`src/rtl/saida_pkg.sv`:
```
// Shared constants and types for the saida output display block.
package saida_pkg;

  localparam int SAIDA_DEPTH       = 16;
  localparam int SAIDA_AW          = 4;
  localparam int SAIDA_SYNC_STAGES = 2;

  // All segments off (segments are active-low).
  localparam logic [6:0] SEG_BLANK = 7'h7F;

  // Active-low gfedcba patterns for hex digits 0..F.
  localparam logic [6:0] HEX_SEG [16] = '{
    7'h40, 7'h79, 7'h24, 7'h30, 7'h19, 7'h12, 7'h02, 7'h78,
    7'h00, 7'h10, 7'h08, 7'h03, 7'h46, 7'h21, 7'h06, 7'h0E
  };

  // Display FSM: EMPTY while nothing is stored, SHOW while a word is on display.
  typedef enum logic [0:0] {
    EMPTY = 1'b0,
    SHOW  = 1'b1
  } state_t;

endpackage

```
`src/rtl/saida_hex7seg.sv`:
```
// One hex digit to active-low 7-segment decoder with a blanking input.
module hex7seg
  import saida_pkg::*;
(
  input  logic [3:0] i_nibble,
  input  logic       i_blank,
  output logic [6:0] o_seg
);

  // Table lookup; blank overrides the digit.
  always_comb begin
    o_seg = HEX_SEG[i_nibble];
    if (i_blank) o_seg = SEG_BLANK;
  end

endmodule

```
`src/rtl/saida.sv`:
```
// saida: CPU result FIFO stepped through on LEDs / 7-segment displays by a
// push-button. Words are pushed by the CPU and popped by button presses.
//
// Strobe semantics: write is sampled on every rising edge and pushes one word
// per cycle while high; it is accepted when the FIFO was not full on the
// previous cycle, or when a pop happens in the same cycle. A rejected push
// sets the sticky overflow flag. A pop is one synchronised button edge while
// a word is on display; pops with nothing stored are ignored.
module saida
  import saida_pkg::*;
#(
  parameter int DEPTH       = SAIDA_DEPTH,
  parameter int AW          = SAIDA_AW,
  parameter int SYNC_STAGES = SAIDA_SYNC_STAGES
) (
  input  logic          clk,
  input  logic          reset,
  input  logic [31:0]   _input,
  input  logic          write,
  input  logic          switchNext,
  input  logic          switchHalf,
  output logic [15:0]   output_,
  output logic [6:0]    hex0,
  output logic [6:0]    hex1,
  output logic [6:0]    hex2,
  output logic [6:0]    hex3,
  output logic          full,
  output logic          empty,
  output logic [AW:0]   count,
  output logic          overflow
);

  localparam logic [AW:0] FULL_CNT = (AW+1)'(DEPTH);

  logic [31:0]            r_mem [DEPTH];
  logic [AW-1:0]          r_wr_ptr;
  logic [AW-1:0]          r_rd_ptr;
  logic [AW:0]            r_count;
  logic                   r_full;
  logic                   r_empty;
  logic                   r_overflow;
  logic [SYNC_STAGES-1:0] r_sync;
  logic                   r_sync_prev;
  state_t                 r_state;
  logic [15:0]            r_output;

  logic                   w_next_pulse;
  logic                   w_do_pop;
  logic                   w_do_push;
  logic [AW:0]            w_count_next;
  state_t                 w_state_next;
  logic                   w_blank;

  // Button synchroniser chain plus one delay flop for edge detection.
  always_ff @(posedge clk or negedge reset) begin
    if (!reset) begin
      r_sync      <= '0;
      r_sync_prev <= 1'b0;
    end else begin
      r_sync      <= {r_sync[SYNC_STAGES-2:0], switchNext};
      r_sync_prev <= r_sync[SYNC_STAGES-1];
    end
  end

  // Push/pop qualification and next-count / next-state computation.
  always_comb begin
    w_next_pulse = r_sync[SYNC_STAGES-1] & ~r_sync_prev;
    w_do_pop     = w_next_pulse & ~r_empty & (r_state == SHOW);
    w_do_push    = write & (~r_full | w_do_pop);
    w_count_next = r_count;
    case ({w_do_push, w_do_pop})
      2'b10:   w_count_next = r_count + 1'b1;
      2'b01:   w_count_next = r_count - 1'b1;
      default: w_count_next = r_count;
    endcase
    w_state_next = (w_count_next != '0) ? SHOW : EMPTY;
  end

  // Storage array; not reset, stale contents are unreachable after reset.
  always_ff @(posedge clk) begin
    if (w_do_push) r_mem[r_wr_ptr] <= _input;
  end

  // Pointers, occupancy flags, overflow and FSM state.
  always_ff @(posedge clk or negedge reset) begin
    if (!reset) begin
      r_wr_ptr   <= '0;
      r_rd_ptr   <= '0;
      r_count    <= '0;
      r_full     <= 1'b0;
      r_empty    <= 1'b1;
      r_overflow <= 1'b0;
      r_state    <= EMPTY;
    end else begin
      if (w_do_push) r_wr_ptr <= r_wr_ptr + 1'b1;
      if (w_do_pop)  r_rd_ptr <= r_rd_ptr + 1'b1;
      if (write && !w_do_push) r_overflow <= 1'b1;
      r_count <= w_count_next;
      r_full  <= (w_count_next == FULL_CNT);
      r_empty <= (w_count_next == '0);
      r_state <= w_state_next;
    end
  end

  // Registered display word: selected half of the head entry, zero when empty.
  always_ff @(posedge clk or negedge reset) begin
    if (!reset) begin
      r_output <= '0;
    end else if (r_state == SHOW) begin
      r_output <= switchHalf ? r_mem[r_rd_ptr][31:16] : r_mem[r_rd_ptr][15:0];
    end else begin
      r_output <= '0;
    end
  end

  assign w_blank  = (r_state == EMPTY);
  assign output_  = r_output;
  assign full     = r_full;
  assign empty    = r_empty;
  assign count    = r_count;
  assign overflow = r_overflow;

  hex7seg u_hex0 (.i_nibble(r_output[3:0]),   .i_blank(w_blank), .o_seg(hex0));
  hex7seg u_hex1 (.i_nibble(r_output[7:4]),   .i_blank(w_blank), .o_seg(hex1));
  hex7seg u_hex2 (.i_nibble(r_output[11:8]),  .i_blank(w_blank), .o_seg(hex2));
  hex7seg u_hex3 (.i_nibble(r_output[15:12]), .i_blank(w_blank), .o_seg(hex3));

endmodule
```
`config.mk`:
```
export PLATFORM = sky130hd
export DESIGN_NAME = saida
export DESIGN_NICKNAME = d
export VERILOG_FILES = /design/src/rtl/saida_pkg.sv /design/src/rtl/saida_hex7seg.sv /design/src/rtl/saida.sv
export SDC_FILE = /design/constraint.sdc
export NUM_CORES = 1
export LEC_CHECK = 0
export BUFFER_PORTS_ARGS = -buffer_cell sky130_fd_sc_hd__buf_4
export CORE_MARGIN = 1.5
export CORE_UTILIZATION = 44
export CTS_CLUSTER_SIZE = 12
export DETAILED_ROUTE_END_ITERATION = 10
export PLACE_DENSITY = 0.65
export SKIP_CTS_REPAIR_TIMING = 1
export SLEW_MARGIN = 10
export SYNTH_ARGS = -nofsm -noshare
export SYNTH_HDL_FRONTEND = slang
export SYNTH_SLANG_ARGS = --single-unit
```
`constraint.sdc`:
```
create_clock -name clk -period 8.6 [get_ports clk]
set_input_delay 0.43 -clock clk [delete_from_list [all_inputs] [get_ports clk]]
set_output_delay 0.43 -clock clk [all_outputs]
set_load 0.01 [all_outputs]
```
==> results of run 1 <==
-- stage by stage --
stage,instance area [µm²],utilization [%]
after floorplan,22300,-
after global placement,23600,47.2
after detailed placement,23600,47.2
after CTS,25300,50.5
after global routing,25300,50.5
final,25300,50.5
-- Yosys cell counts, types with 4 or more instances --
master | number | share of area (%)
buf_1 | 7 | 0.12
a21oi_1 | 16 | 0.36
buf_2 | 16 | 0.36
xnor2_1 | 7 | 0.28
nor2b_1 | 7 | 0.20
xor2_1 | 5 | 0.20
a31oi_1 | 5 | 0.14
clkbuf_1 | 16 | 0.27
o21ai_0 | 12 | 0.27
o221ai_1 | 18 | 0.71
mux2_2 | 38 | 1.9
nor3_1 | 4 | 0.090
a221oi_2 | 12 | 0.81
mux2i_1 | 24 | 1.1
nand2_1 | 33 | 0.56
o311ai_0 | 5 | 0.20
o211ai_1 | 16 | 0.54
edfxtp_1 | 512 | 69
mux4_1 | 6 | 0.71
buf_6 | 7 | 0.35
buf_12 | 4 | 0.36
nand2b_1 | 8 | 0.22
buf_4 | 7 | 0.24
ha_1 | 33 | 1.9
nand3_1 | 8 | 0.18
inv_1 | 22 | 0.37
a22oi_1 | 4 | 0.13
nor2_1 | 35 | 0.59
mux4_2 | 125 | 13
dfrtp_1 | 35 | 3.9
-- critical path, delay by kind of cell, from the launching register on --
kind	cells	cell delay, ns
adders and majority gates	2	0.54
xor gates and xnor gates	2	0.31
buffers and inverters	3	0.81
AOI/OAI and AO/OA	2	0.54
DFF	1	0.32
and+or+nand+nor	4	0.94
muxes	1	0.25
-- per-layer routing --
metal	part of all wire, %	vias to the layer above	routed length (µm)	GRT usage, %
li1	-	4650	-	-
met1	43	5759	20800	26.2
met2	50	309	24400	31.6
met3	5.3	70	2590	3.05
met4	2.2	4	1100	5.75
met5	0.055	-	27	0
-- flip-flops by register name (all words and copies together) (netlist names) --
name / count
r_sync_prev: 1
r_wr_ptr: 4
full: 1
empty: 1
overflow: 1
r_sync: 2
r_state: 1
r_mem: 512
count: 5
output_: 16
r_rd_ptr: 4
-- how the worst min path moves through the flow --
| stage | to | slack (ns) | cells after the start |
|---|---|---|---|
| detailed placement | r_sync[1] | 0.35 | 0 |
| global placement | r_sync[1] | 0.35 | 0 |
| floorplan | count[0] | 0.13 | 0 |
| finish | overflow | 0.09 | 3 |
| CTS | count[0] | -0.18 | 1 |
| global route | overflow | 0.10 | 3 |
-- power by group through the flow --
| stage | registers [µW] | clock network (µW) | logic (µW) |
|---|---|---|---|
| finish | 3590 | 2220 | 2860 |
| detailed placement | 3650 | 0 | 2900 |
| global placement | 3630 | 0 | 2880 |
| floorplan | 3450 | 0 | 2100 |
| CTS | 3590 | 2260 | 2910 |
| global route | 3630 | 2350 | 3080 |
-- cells by family after synthesis --
group	after synthesis
AOI/OAI and AO/OA	100
DFF	548
xor gates and xnor gates	12
adders and majority gates	33
muxes	193
buffers and inverters	84
and+or+nand+nor	107
-- final cells by class --
class	count	area [µm²]	share of cell area [%]
Antenna cell	1	2.50	0.00989
Clock buffer	86	1580	6.23
Tap cell	672	841	3.32
Sequential cell	548	16300	64.4
Timing Repair Buffer	114	873	3.45
Clock inverter	7	55.1	0.218
Inverter	22	82.6	0.326
Multi-Input combinational cell	445	5580	22.1
==> results.yml, run 1 <==
timing:
  worst_clock_skew_ns: 0.0137
  period_needed_ns: 3.85
  finalWorstSetupSlack_ns: 4.75
  whs_ns: 0.0943
  setup_viol_count_final: 0
  tightest_slew_ns: 1.11
  tns_ns: 0
  hold_violations: 0
  fmax_mhz: 260
  period_share_pct: 44.8
  rsz0062_at_grt: "no"
  slew_headroom_pct: 26.2
  slew_violations: 0
yosys:
  synth-simple-area-share_pct: 2.28
  synth_top_family_by_area: "multiplexers"
  syn_inst: 1077
  synth-edff-count: 512
  syn_area_per_cell_um2: 20.7
  synthFlopType: "edfxtp_1"
  synth_xor_area_share_pct: 0.472
  synth_compound_area_share_pct: 3.61
  async_reset_ff_share_pct: 6.57
  synth-seq-area-share_pct: 73.1
  ys_ff_latch: 548
  synth_fp_nets: 1147
  synthAdderAreaFrac_pct: 1.86
  syn_area_um2: 22300
  synth.distinct_cells: 52
  synth_mux_area_share_pct: 16.4
  synth_warnings: 0
clock_tree:
  root_buffer: "clkbuf_16"
  cts_tree: "done"
  htreeDepth: 2
  clockBufferDepth: 3
  cts.sinks: 548
  insertion_delay_ns: 0.60
  cts_buffers: 54
  clkTransAtPathRegs_ns: 0.06
placement:
  dp_cells: 1799
  dp_hpwl_um: 26000
  dp_slack_ns: 4.77
  port_buffers: 88
  place_congestion: 0.778
die:
  die-area_um2: 51900
  row_count: 82
  initial_core_util_pct: 44.5
  die_h_um: 228
  die_w_um: 228
  ios: 89
  core_area_um2: 50100
power:
  p_total_uw: 8660
  leakage_uw: 0.00837
  ir_drop_v: 0.000236
  switchingPower_uw: 2750
  seqPwrFrac_pct: 41.4
  p_comb_share_pct: 33.0
  clkPwrFrac_pct: 25.6
  internal_power_uw: 5910
  power.density_nw_per_um2: 342
  p_sw_share_pct: 31.8
global_routing:
  grt_pass1_vias: 11200
  grt_pass1_wl_um: 73000
  overflow: 0
  grt_use_total_pct: 19.1
  antenna_found_initial: 3
  grt_max_degree: 132
finish:
  mostFrequentLayoutCell: "edfxtp_1"
  layout_common_cells: "edfxtp_1, mux4_2, buf_4, clkbuf_16, mux2_2"
  syn_to_final_growth_pct: 13.7
  nNetsFinal: 1255
  layout-drive-gt1-share_pct: 30.6
  final_cell_count_no_fill: 1895
  num-fill-cells: 3968
critical_path:
  cp.arrival_ns: 4.33
  crit_start: "r_state"
  rr_startpoint: "r_state"
  cp_slowest_cell: "buf_4"
  rr_endpoint: "r_state"
  startpoint_type: "flip-flop"
  slowest_delay_ns: 0.49
  critPathKind: "reg2reg"
  endpoint: "r_state"
  crit_chain: "buf_4 -> nor4bb_1 -> buf_4 -> nand2b_1 -> and2_1 -> inv_1 -> ha_1 -> xor2_1 -> ha_1 -> a21oi_1 -> mux2i_1 -> xnor2_1 -> a311o_1 -> or2_1"
  reg2regPathDepth: 14
  path_max_fanout: 45
  critical_path_required_ns: 9.08
  ff2ff_setup_slack_ns: 4.75
  worstSetupEndpointType: "flip-flop"
routing:
  drt_iter0_drc: 975
  routed_wl_um: 49000
  vias_per_cell: 5.69
  ant_nets: 0
  dr.pass1.iters: 5
  drc_errors: 0
  routedWlPerCell_um: 25.8
  vias: 10800
job:
  drv_cap: 0
outcome:
  status: "finished, final reports clean"
min_path:
  min_path_type: "in2reg"
  worstHoldStart: "write"
(Power assumes the default switching activity.)
==> run 2, diff against run 1 <==
--- a/config.mk
+++ b/config.mk
@@ -10,7 +10,7 @@
 export CORE_UTILIZATION = 44
 export CTS_CLUSTER_SIZE = 12
 export DETAILED_ROUTE_END_ITERATION = 10
-export PLACE_DENSITY = 0.65
+export PLACE_DENSITY = 0.67
 export SKIP_CTS_REPAIR_TIMING = 1
 export SLEW_MARGIN = 10
 export SYNTH_ARGS = -nofsm -noshare
==> constraint.sdc (replaced) <==
create_clock -name clk -period 3.1 [get_ports clk]
set_input_delay 0.155 -clock clk [delete_from_list [all_inputs] [get_ports clk]]
set_output_delay 0.155 -clock clk [all_outputs]
set_load 0.01 [all_outputs]
==> run 2 against run 1 <==
Net effect: critical path depth down 2; worst setup slack got worse by 4.6 ns; routed wire length grew 0.19%; cell area rose by 3.3%; register-to-register slack worse by 4.6 ns; combinational power grew to 3.0 times the previous value; clock skew increased by 0.0068 ns; critical path type unchanged; largest power group unchanged; highest routed layer unchanged.
==> results.yml, run 2 (same netlist as run 1, synthesis figures left out) <==
timing:
  setup_viol_count_final: 0
  worst_clock_skew_ns: 0.0206
  period_share_pct: 94.1
  tightest_slew_ns: 0.624
  whs_ns: 0.0986
  slew_headroom_pct: 58.4
  hold_violations: 0
  slew_violations: 0
  rsz0062_at_grt: "no"
  fmax_mhz: 343
  period_needed_ns: 2.92
finish:
  syn_to_final_growth_pct: 17.4
  layout-drive-gt1-share_pct: 32.6
  nNetsFinal: 1335
  multi_input_area_um2: 5630
  largest_register_ffs: 512
  num-fill-cells: 3916
  fin_area_um2: 26100
  regMostFlops: "r_mem"
  mostFrequentLayoutCell: "edfxtp_1"
  layout_common_cells: "edfxtp_1, buf_4, mux4_2, clkbuf_16, mux2_2"
  seq_area_um2: 16300
  antenna_cells: 0
die:
  core_area_um2: 50100
  row_count: 82
  die-area_um2: 51900
  die_h_um: 228
  initial_core_util_pct: 44.5
  ios: 89
  die_w_um: 228
routing:
  routedWlPerCell_um: 24.9
  ant_nets: 0
  drc_errors: 0
  routed_wl_um: 49000
  vias: 11100
  dr.pass1.iters: 6
  vias_per_cell: 5.66
  drt_iter0_drc: 1081
clock_tree:
  htreeDepth: 2
  cts_tree: "done"
  clockBufferDepth: 3
  cts.sinks: 548
  root_buffer: "clkbuf_16"
  clkTransAtPathRegs_ns: 0.06
  cts_buffers: 54
  insertion_delay_ns: 0.58
critical_path:
  worstSetupEndpointType: "flip-flop"
  rr_startpoint: "empty"
  reg2regPathDepth: 12
  crit_start: "empty"
  critical_path_required_ns: 3.56
  cp.arrival_ns: 3.38
  cpMostUsedCell: "ha_1"
  slowest_delay_ns: 0.38
  crit_family: "simple AND/OR/NAND/NOR gates"
  critPathKind: "reg2reg"
  crit_buf_inv: 1
  rr_endpoint: "r_state"
  ff2ff_setup_slack_ns: 0.18
  path_max_fanout: 3
  crit_chain: "nor4bb_4 -> nand2b_4 -> and2_1 -> inv_1 -> ha_1 -> xor2_1 -> ha_1 -> a21oi_2 -> mux2i_1 -> xnor2_1 -> a311o_1 -> or2_1"
  startpoint_type: "flip-flop"
  cp_slowest_cell: "dfstp_2"
global_routing:
  grt_max_degree: 45
  grt_use_total_pct: 19.0
  antenna_found_initial: 1
  overflow: 0
  grt_pass1_vias: 11400
  grt_pass1_wl_um: 73600
power:
  power.density_nw_per_um2: 937
  leakage_uw: 0.00879
  ir_drop_v: 0.000461
placement:
  place_congestion: 0.774
  port_buffers: 88
  place_area_um2: 24200
  dp_hpwl_um: 29500
job:
  drv_cap: 0
outcome:
  status: "finished, final reports clean"
min_path:
  min_path_type: "in2async"
[run 2: cell count changes in the layout (fill, tap and decap cells not counted), sizes merged]
cell,change
clkinvlp,+1
inv,+1
dlygate4sd3,+34
clkinv,-3
buf,+46
clkbuf,-5
diode,-1
[run 2: per-stage QoR]
step	cells	setup WS (ns)	power [µW]	setup TNS [ns]	util, %
5_1_grt	1968	0.000906	25600	0	52.2
4_1_cts	1931	0.0915	24600	0	51.4
2_1_floorplan	1077	-0.0695	15400	-13.71	-
3_3_place_gp	1844	0.220	18500	0	48.3
6_report	1968	0.181	24500	0	52.2
3_5_place_dp	1844	0.137	18700	0	48.3
[run 2: power breakdown]
group | switching, µW | leakage [µW] | internal (µW)
sequential | 878 | 0.00504 | 9020
combinational | 4320 | 0.00299 | 4300
clock | 2560 | 0.000761 | 3410
[run 2: worst max-delay path by stage]
stage	to	slack, ns	cells after the start
after CTS	r_state	0.09	12
after detailed placement	r_state	0.14	12
after global routing	r_state	0.0009	12
final	r_state	0.18	12
after floorplan	r_mem[15][0]	-0.07	8
after global placement	r_state	0.22	12
[run 2: layout make-up]
| cell class | instances | area share [%] |
|---|---|---|
| well taps | 672 | 3.22 |
| clock buffers | 81 | 5.79 |
| inverters | 22 | 0.316 |
| repair buffers | 194 | 6.59 |
| multi-input cells | 445 | 21.5 |
| clock inverters | 6 | 0.230 |
| flip-flops and latches | 548 | 62.3 |
[run 2: worst reg2reg max path: stages (launching register included)]
cell,delay (ns)
dfstp_2,0.38
nor4bb_4,0.33
nand2b_4,0.18
and2_1,0.14
inv_1,0.06
ha_1,0.20
xor2_1,0.17
ha_1,0.24
a21oi_2,0.14
mux2i_1,0.26
xnor2_1,0.11
a311o_1,0.37
or2_1,0.22
[run 2: metal layers]
metal | global-route usage [%] | share of wire, % | up-vias
li1 | - | - | 4802
met1 | 26.0 | 42 | 5879
met2 | 31.3 | 49 | 380
met3 | 3.10 | 5.7 | 80
met4 | 5.98 | 2.7 | 2
met5 | 0 | 0.027 | -
